File: src/rtl/seg_scan_display.sv
// Eight-digit multiplexed seven-segment display controller.
// A debounced mode button picks one of five 32-bit CPU sources. The selected
// value is snapshotted once per scan frame so a frame never mixes two values.
// Anodes and segments are active-low and are registered together.
module seg_scan_display #(
    parameter int SCAN_BITS  = 17,
    parameter int DEB_CYCLES = 1000000
) (
    input  logic        clk,
    input  logic        rst,
    input  logic [31:0] led_data_in,
    input  logic [31:0] total_cycles,
    input  logic [31:0] condi_branch_num,
    input  logic [31:0] uncondi_branch_num,
    input  logic [31:0] bubble_num,
    input  logic        mode_btn,
    output logic [7:0]  an,
    output logic [7:0]  seg,
    output logic [2:0]  mode
);

    localparam logic [23:0] DEB_LAST = 24'(DEB_CYCLES - 1);

    // Button synchronizer, sync-valid pipeline and debouncer state
    logic        sync1_q, sync2_q;
    logic        vld1_q, vld2_q;
    logic        armed_q, armed_d;
    logic        stable_q, stable_d;
    logic        stable_prev_q;
    logic [23:0] cnt_q, cnt_d;
    logic        step;

    // Scan state
    logic [SCAN_BITS-1:0] prescaler_q, prescaler_d;
    logic [2:0]           idx_q, idx_d;
    logic [2:0]           mode_q, mode_d;
    logic [2:0]           mode_step;
    logic [31:0]          disp_val_q, disp_val_d;
    logic                 tick;

    // Output registers
    logic [7:0] an_q, an_d;
    logic [7:0] seg_q, seg_d;

    // Source table indexed by mode; unreachable codes read as zero
    logic [31:0] src_tab [8];
    assign src_tab[0] = led_data_in;
    assign src_tab[1] = total_cycles;
    assign src_tab[2] = condi_branch_num;
    assign src_tab[3] = uncondi_branch_num;
    assign src_tab[4] = bubble_num;
    generate
        for (genvar gi = 5; gi < 8; gi++) begin : g_unused_src
            assign src_tab[gi] = 32'h0;
        end
    endgenerate

    // Nibble per digit of the frozen display value
    logic [3:0] nib [8];
    generate
        for (genvar gi = 0; gi < 8; gi++) begin : g_nib
            assign nib[gi] = disp_val_q[4*gi +: 4];
        end
    endgenerate

    // Active-low hex glyphs, segment order {g,f,e,d,c,b,a}
    function automatic logic [6:0] hexfont(input logic [3:0] v);
        logic [6:0] f;
        case (v)
            4'h0: f = 7'h40;
            4'h1: f = 7'h79;
            4'h2: f = 7'h24;
            4'h3: f = 7'h30;
            4'h4: f = 7'h19;
            4'h5: f = 7'h12;
            4'h6: f = 7'h02;
            4'h7: f = 7'h78;
            4'h8: f = 7'h00;
            4'h9: f = 7'h10;
            4'hA: f = 7'h08;
            4'hB: f = 7'h03;
            4'hC: f = 7'h46;
            4'hD: f = 7'h21;
            4'hE: f = 7'h06;
            default: f = 7'h0E;
        endcase
        return f;
    endfunction

    // Two-flop synchronizer plus a valid pipeline so we know when sync2 reflects
    // the real pin rather than its reset value
    always_ff @(posedge clk or posedge rst) begin
        if (rst) begin
            sync1_q <= 1'b0;
            sync2_q <= 1'b0;
            vld1_q  <= 1'b0;
            vld2_q  <= 1'b0;
        end else begin
            sync1_q <= mode_btn;
            sync2_q <= sync1_q;
            vld1_q  <= 1'b1;
            vld2_q  <= vld1_q;
        end
    end

    // Debouncer: accept a new level after DEB_CYCLES consecutive mismatching clocks.
    // Stepping is armed only once a released button has been seen after reset,
    // so a button held through reset cannot produce a step.
    always_comb begin
        stable_d = stable_q;
        cnt_d    = cnt_q;
        armed_d  = armed_q | (vld2_q & ~sync2_q);
        if (sync2_q == stable_q) begin
            cnt_d = 24'd0;
        end else if (cnt_q == DEB_LAST) begin
            stable_d = sync2_q;
            cnt_d    = 24'd0;
        end else begin
            cnt_d = cnt_q + 24'd1;
        end
    end

    // Debouncer state registers
    always_ff @(posedge clk or posedge rst) begin
        if (rst) begin
            stable_q      <= 1'b0;
            stable_prev_q <= 1'b0;
            cnt_q         <= 24'd0;
            armed_q       <= 1'b0;
        end else begin
            stable_q      <= stable_d;
            stable_prev_q <= stable_q;
            cnt_q         <= cnt_d;
            armed_q       <= armed_d;
        end
    end

    assign step      = armed_q & stable_q & ~stable_prev_q;
    assign tick      = &prescaler_q;
    assign mode_step = (mode_q == 3'd4) ? 3'd0 : mode_q + 3'd1;

    // Scan next state: a step restarts the frame on the new source and wins over tick
    always_comb begin
        mode_d      = mode_q;
        prescaler_d = prescaler_q + SCAN_BITS'(1);
        idx_d       = idx_q;
        disp_val_d  = disp_val_q;
        if (step) begin
            mode_d      = mode_step;
            prescaler_d = '0;
            idx_d       = 3'd0;
            disp_val_d  = src_tab[mode_step];
        end else if (tick) begin
            idx_d = idx_q + 3'd1;
            if (idx_q == 3'd7) begin
                disp_val_d = src_tab[mode_q];
            end
        end
    end

    // Scan state registers
    always_ff @(posedge clk or posedge rst) begin
        if (rst) begin
            mode_q      <= 3'd0;
            prescaler_q <= '0;
            idx_q       <= 3'd0;
            disp_val_q  <= 32'h0;
        end else begin
            mode_q      <= mode_d;
            prescaler_q <= prescaler_d;
            idx_q       <= idx_d;
            disp_val_q  <= disp_val_d;
        end
    end

    // Anode/segment pair for the current digit; decimal point marks digit == mode
    always_comb begin
        an_d  = ~(8'b1 << idx_q);
        seg_d = {(idx_q == mode_q) ? 1'b0 : 1'b1, hexfont(nib[idx_q])};
    end

    // Output registers, anode and segments updated on the same edge
    always_ff @(posedge clk or posedge rst) begin
        if (rst) begin
            an_q  <= 8'hFF;
            seg_q <= 8'hFF;
        end else begin
            an_q  <= an_d;
            seg_q <= seg_d;
        end
    end

    assign an   = an_q;
    assign seg  = seg_q;
    assign mode = mode_q;

endmodule

File: config.mk
export PLATFORM = sky130hd
export DESIGN_NAME = seg_scan_display
export DESIGN_NICKNAME = d
export VERILOG_FILES = /design/src/rtl/seg_scan_display.sv
export SDC_FILE = /design/constraint.sdc
export NUM_CORES = 1
export LEC_CHECK = 0
export BUFFER_PORTS_ARGS = -buffer_cell sky130_fd_sc_hd__buf_4
export CAP_MARGIN = 5
export CORE_AREA = 2 2 139 100
export CTS_CLUSTER_SIZE = 25
export DETAILED_ROUTE_END_ITERATION = 10
export DIE_AREA = 0 0 141 102
export PLACE_DENSITY = 0.81
export SLEW_MARGIN = 20
export SYNTH_ARGS = -nofsm -noshare
export SYNTH_HDL_FRONTEND = slang
export SYNTH_SLANG_ARGS = --single-unit
export TNS_END_PERCENT = 20
File: constraint.sdc
create_clock -name clk -period 4.51 [get_ports clk]
set_input_delay 0.902 -clock clk [delete_from_list [all_inputs] [get_ports clk]]
set_output_delay 0.902 -clock clk [all_outputs]
set_load 0.005 [all_outputs]
==> results of run 1 <==
-- metal layers --
metal	part of all wire	wire, µm	vias to the layer above	global-route usage
met3	0.11	2250	51	0.0951
met2	0.49	9790	396	0.480
met1	0.37	7530	3092	0.369
met4	0.029	585	0	0.0915
met5	0	0	-	0
li1	-	-	2765	-
-- critical path, delay by kind of cell, from the launching register on --
kind | cells | cell delay (ns)
and+or+nand+nor | 2 | 0.63
adders and majority gates | 1 | 0.30
DFF | 1 | 0.99
buffers and inverters | 2 | 0.53
AOI/OAI and AO/OA | 2 | 0.82
-- sequential cells by signal, summed over array words and instances (netlist names) --
register and cells:
an 8, armed_q 1, cnt_q 24, disp_val_q 32, idx_q 3, mode 3, prescaler_q 17, seg 8
stable_prev_q 1, stable_q 1, sync1_q 1, sync2_q 1, vld1_q 1, vld2_q 1
-- cell type report --
cell class,instances,share of cell area
Timing Repair Buffer,192,0.164
Inverter,21,0.00928
Multi-Input combinational cell,472,0.474
Clock buffer,10,0.0273
Tap cell,166,0.0237
Sequential cell,102,0.294
Clock inverter,6,0.00785
-- per-stage QoR --
stage | power [mW] | cell area, µm²
finish | 1.93 | 8760
global route | 1.99 | 8760
CTS | 1.94 | 8760
detailed placement | 1.15 | 8460
global placement | 1.14 | 8460
floorplan | 1.01 | 6950
-- cells in the mapped netlist (all sizes together), types with 3 or more instances --
library cell	n
nand2	87
dfrtp	86
mux4	71
nor2	63
clkbuf	35
a221oi	32
o211ai	32
inv	21
a21oi	20
nand3	19
dfstp	16
ha	16
buf	13
mux2i	13
o21ai	13
xnor2	13
xor2	11
o31ai	10
or4	9
nand4	8
or3	7
and2	5
and3	4
mux2	4
nor3	4
nor4	4
and4	3
-- power breakdown --
part           switching (mW)  leakage [nW]  internal, mW
clock network           0.352         0.151         0.449
registers             0.00253          1.33         0.919
logic                  0.0773          2.14         0.135
-- final timing paths --
kind,start,end,cells after the start
worst max-delay path,mode[1]$_DFFE_PP0P_,disp_val_q[9]$_DFFE_PP0P_,7
worst min-delay path,vld1_q$_DFF_PP0_,vld2_q$_DFF_PP0_,0
worst max register to register,mode[1]$_DFFE_PP0P_,disp_val_q[9]$_DFFE_PP0P_,7
worst min register to register,vld1_q$_DFF_PP0_,vld2_q$_DFF_PP0_,0
max in group asynchronous,rst,disp_val_q[26]$_DFFE_PP0P_,3
min in group asynchronous,rst,prescaler_q[5]$_DFF_PP0_,2
-- kinds of logic after synthesis --
kind of cell / count (synthesis) / synth area share
adders and majority gates: 16 / 0.0288
xor gates and xnor gates: 24 / 0.0302
muxes: 88 / 0.256
other: 1 / 0.000539
AOI/OAI and AO/OA: 118 / 0.124
buffers and inverters: 69 / 0.0389
DFF: 102 / 0.370
and+or+nand+nor: 225 / 0.152
==> impl_metrics.toml, run 1 <==
[finish]
utilization = 0.674
regArea_um2 = 2570
num_antenna_cells = 0
syn_to_final_growth_pct = 26.0
nets = 977
multi_input_area_um2 = 4150
final_common_cell = "buf_4"
drive_gt1_frac = 0.394
fill_cells = 920
fin_cells = 969
mostFrequentLayoutCells = "buf_4 (192), nand2_1 (87), dfrtp_1 (84)"

[routing]
wl_per_cell_um = 20.8
vias = 6304
ant_nets = 0
first_pass_iters = 5
drtIter0Drc = 590
drc = 0
routed_wl_mm = 20.2
avgViaCountPerCell = 6.51

[clock_tree]
clock_sinks = 102
cts_buffers = 9
cts_resized = 0
htree_levels = 3
cts_tree = "done"
ctsHoldBuffers = 0
post_cts_buffers = 0
clockRootBuffer = "clkbuf_16"
clk_latency_ns = 0.36
cts.path.max_buffers = 2
clk_pin_slew_ns = 0.07

[place]
numPortBuffers = 181
hpwl_mm = 15.3
place.gp.congestion = 0.886
pre_cts_ws_ns = 1.26
dp_cells = 953

[yosys]
postSynthCellCount = 643
synth_nets = 822
synthFlopType = "dfrtp_1"
yosysTopAreaCellShare = 0.309
synth.largest_area_cell = "dfrtp_1"
avgSynthCellArea_um2 = 10.8
synthDistinctLibCells = 51
yosys_warnings = 0
ys_async_sr_fraction = 1.00
synth_edf_count = 0
seq_area_frac_synth = 0.370
synth_seq_cells = 102
synth_area_um2 = 6950
synthTopCellsByArea = "dfrtp_1 (31%), mux4_2 (23%), dfstp_2 (6.0%)"

[critical_path]
crit_fanout = 37
r2r_setup_slack_ns = 1.15
crit_slowest_cell = "dfrtp_2"
required_ns = 4.78
crit_arrival_ns = 3.63
criticalPathCategory = "reg2reg"
crit_path_end_kind = "flip-flop"
start_kind = "flip-flop"
crit_chain = "inv_1 > ha_1 > or3b_2 > a2111oi_4 > buf_4 > nand2_1 > o211ai_1"
slowest_delay_ns = 0.99

[sta]
fmax_mhz = 297
period_share = 0.746
whs_ns = 0.355
worstMarginPinSlew_ns = 0.994
skew_ns = 0.00847
period_minus_slack_ns = 3.36
hold_violations = 0
setup_viol = 0
drv_slew = 0
totalNegativeSetupSlack_ns = 0
setup_slack_ns = 1.15
slew_headroom = 0.337
rsz0062_at_grt = "no"

[hold_path]
hp-class = "reg2reg"

[floorplan]
fp-row-count = 35
ios = 182
die_x_um = 141
die_h_um = 102
start_util = 0.535
dieArea_um2 = 14400
coreArea_um2 = 13000

[power]
cellLeakagePower_nw = 3.63
powerDensity_nw_per_um2 = 221
peakVddDrop_mv = 0.193

[run]
drv_cap = 0

[grt]
grt_max_degree = 72
grt_pass1_vias = 6326
grt_first_pass_wirelength_mm = 32.2
gr-total-overflow = 0
track_usage = 0.290
antenna_found_initial = 0

[outcome]
status = "finished, final reports clean"
(Power assumes the default switching activity.)
==> inputs of run 2 (changes only) <==
--- a/config.mk
+++ b/config.mk
@@ -7,11 +7,11 @@
 export LEC_CHECK = 0
 export BUFFER_PORTS_ARGS = -buffer_cell sky130_fd_sc_hd__buf_4
 export CAP_MARGIN = 5
-export CORE_AREA = 2 2 139 100
+export CORE_AREA = 2 2 146 105
 export CTS_CLUSTER_SIZE = 25
 export DETAILED_ROUTE_END_ITERATION = 10
-export DIE_AREA = 0 0 141 102
-export PLACE_DENSITY = 0.81
+export DIE_AREA = 0 0 148 107
+export PLACE_DENSITY = 0.77
 export SLEW_MARGIN = 20
 export SYNTH_ARGS = -nofsm -noshare
 export SYNTH_HDL_FRONTEND = slang
==> constraint.sdc (replaced) <==
create_clock -name clk -period 3.09 [get_ports clk]
set_input_delay 0.618 -clock clk [delete_from_list [all_inputs] [get_ports clk]]
set_output_delay 0.618 -clock clk [all_outputs]
set_load 0.005 [all_outputs]
==> impl_metrics.toml, run 2 (same netlist as run 1, synthesis figures left out) <==
[hold_path]
min_from = "vld1_q$_DFF_PP0_"
hp-class = "reg2reg"

[outcome]
status = "finished, final reports clean"

[critical_path]
criticalPathCategory = "reg2reg"
crit_arrival_ns = 3.00
r2r-start = "idx_q[0]$_DFFE_PP0P_"
start_kind = "flip-flop"
required_ns = 3.36
crit_fanout = 7
crit_path_end_kind = "flip-flop"
crit_start = "idx_q[0]$_DFFE_PP0P_"

[clock_tree]
cts_tree = "done"
clk_latency_ns = 0.35
clockRootBuffer = "clkbuf_16"
clk_pin_slew_ns = 0.07
cts.path.max_buffers = 2
clock_sinks = 102
post_cts_buffers = 0
cts_buffers = 9
htree_levels = 3

[routing]
wl_per_cell_um = 20.3
drc = 0
drtIter0Drc = 680
ant_nets = 0
first_pass_iters = 5
routed_wl_mm = 20.4
avgViaCountPerCell = 6.21
vias = 6246

[power]
powerDensity_nw_per_um2 = 312
cellLeakagePower_nw = 3.67
power_mw = 2.77
peakVddDrop_mv = 0.216

[place]
dp_cells = 990
hpwl_mm = 15.4
pre_cts_ws_ns = 0.129
place.gp.congestion = 0.872
numPortBuffers = 181
place_area_um2 = 8590

[sta]
setup_slack_ns = 0.355
period_share = 0.885
totalNegativeSetupSlack_ns = 0
worstMarginPinSlew_ns = 0.778
fmax_mhz = 366
whs_ns = 0.355
hold_violations = 0
setup_viol = 0
period_minus_slack_ns = 2.74
drv_slew = 0
slew_headroom = 0.481
rsz0062_at_grt = "no"
skew_ns = 0.00783

[floorplan]
start_util = 0.481
die_h_um = 107
ios = 182
die_x_um = 148
fp-row-count = 37
coreArea_um2 = 14400
dieArea_um2 = 15800

[grt]
grt_max_degree = 54
grt_pass1_vias = 6294
track_usage = 0.262
grt_first_pass_wirelength_mm = 32.4
gr-total-overflow = 0
antenna_found_initial = 0

[finish]
drive_gt1_frac = 0.398
fill_cells = 1197
regArea_um2 = 2570
num_antenna_cells = 0
fin_cells = 1006
largest-register = "disp_val_q"
final_common_cell = "buf_4"
multi_input_area_um2 = 4150
syn_to_final_growth_pct = 27.7
mostFrequentLayoutCells = "buf_4 (197), nand2_1 (87), dfrtp_1 (85)"
largest_reg_flops = 32
reg_top3 = "disp_val_q: 32 flops, cnt_q: 24 flops, prescaler_q: 17 flops"
nets = 985
stdcell_area_um2 = 8880
utilization = 0.615

[run]
drv_cap = 0
==> run 2: area by class of cell <==
| type | count | share of cell area |
|---|---|---|
| Clock buffer | 10 | 0.0269 |
| Timing Repair Buffer | 200 | 0.173 |
| Inverter | 21 | 0.00930 |
| Clock inverter | 6 | 0.00592 |
| Tap cell | 195 | 0.0275 |
| Multi-Input combinational cell | 472 | 0.467 |
| Sequential cell | 102 | 0.290 |
==> run 2: repair_timing <==
| action | in CTS | in global routing |
|---|---|---|
| hold buffers | 0 | 0 |
| setup endpoints to repair | 0 | 10 |
| hold endpoints to repair | 0 | 0 |
| gates resized for setup | 0 | 1 |
==> run 2: worst max-delay path, cell delays in order, from the launching register on <==
cell and delay (ns):
dfrtp_1 0.55, buf_4 0.26, mux4_2 0.51, mux2i_1 0.46
inv_1 0.14, ha_1 0.27, mux2_2 0.27, o21ai_0 0.18
==> run 2: path summary, 6_finish.rpt <==
| kind | end | slack (ns) | cells past startpoint |
|---|---|---|---|
| setup reg to reg | seg[4]$_DFF_PP1_ | 0.35 | 7 |
| hold / removal | vld2_q$_DFF_PP0_ | 0.36 | 0 |
| max in group asynchronous | an[3]$_DFF_PP1_ | 1.91 | 3 |
| setup / recovery | seg[4]$_DFF_PP1_ | 0.35 | 7 |
| min in group asynchronous | prescaler_q[14]$_DFF_PP0_ | 0.41 | 2 |
| hold reg to reg | vld2_q$_DFF_PP0_ | 0.36 | 0 |
==> run 2: layer usage <==
layer | GRT usage | share of wire
met2 | 0.436 | 0.49
met1 | 0.345 | 0.40
met3 | 0.0655 | 0.094
met4 | 0.0694 | 0.021
met5 | 0 | 0
==> run 2: where the power goes <==
part	internal [mW]	total [mW]	switching (mW)
Clock	0.582	1.11	0.528
Combinational	0.200	0.316	0.116
Sequential	1.34	1.34	0.00364
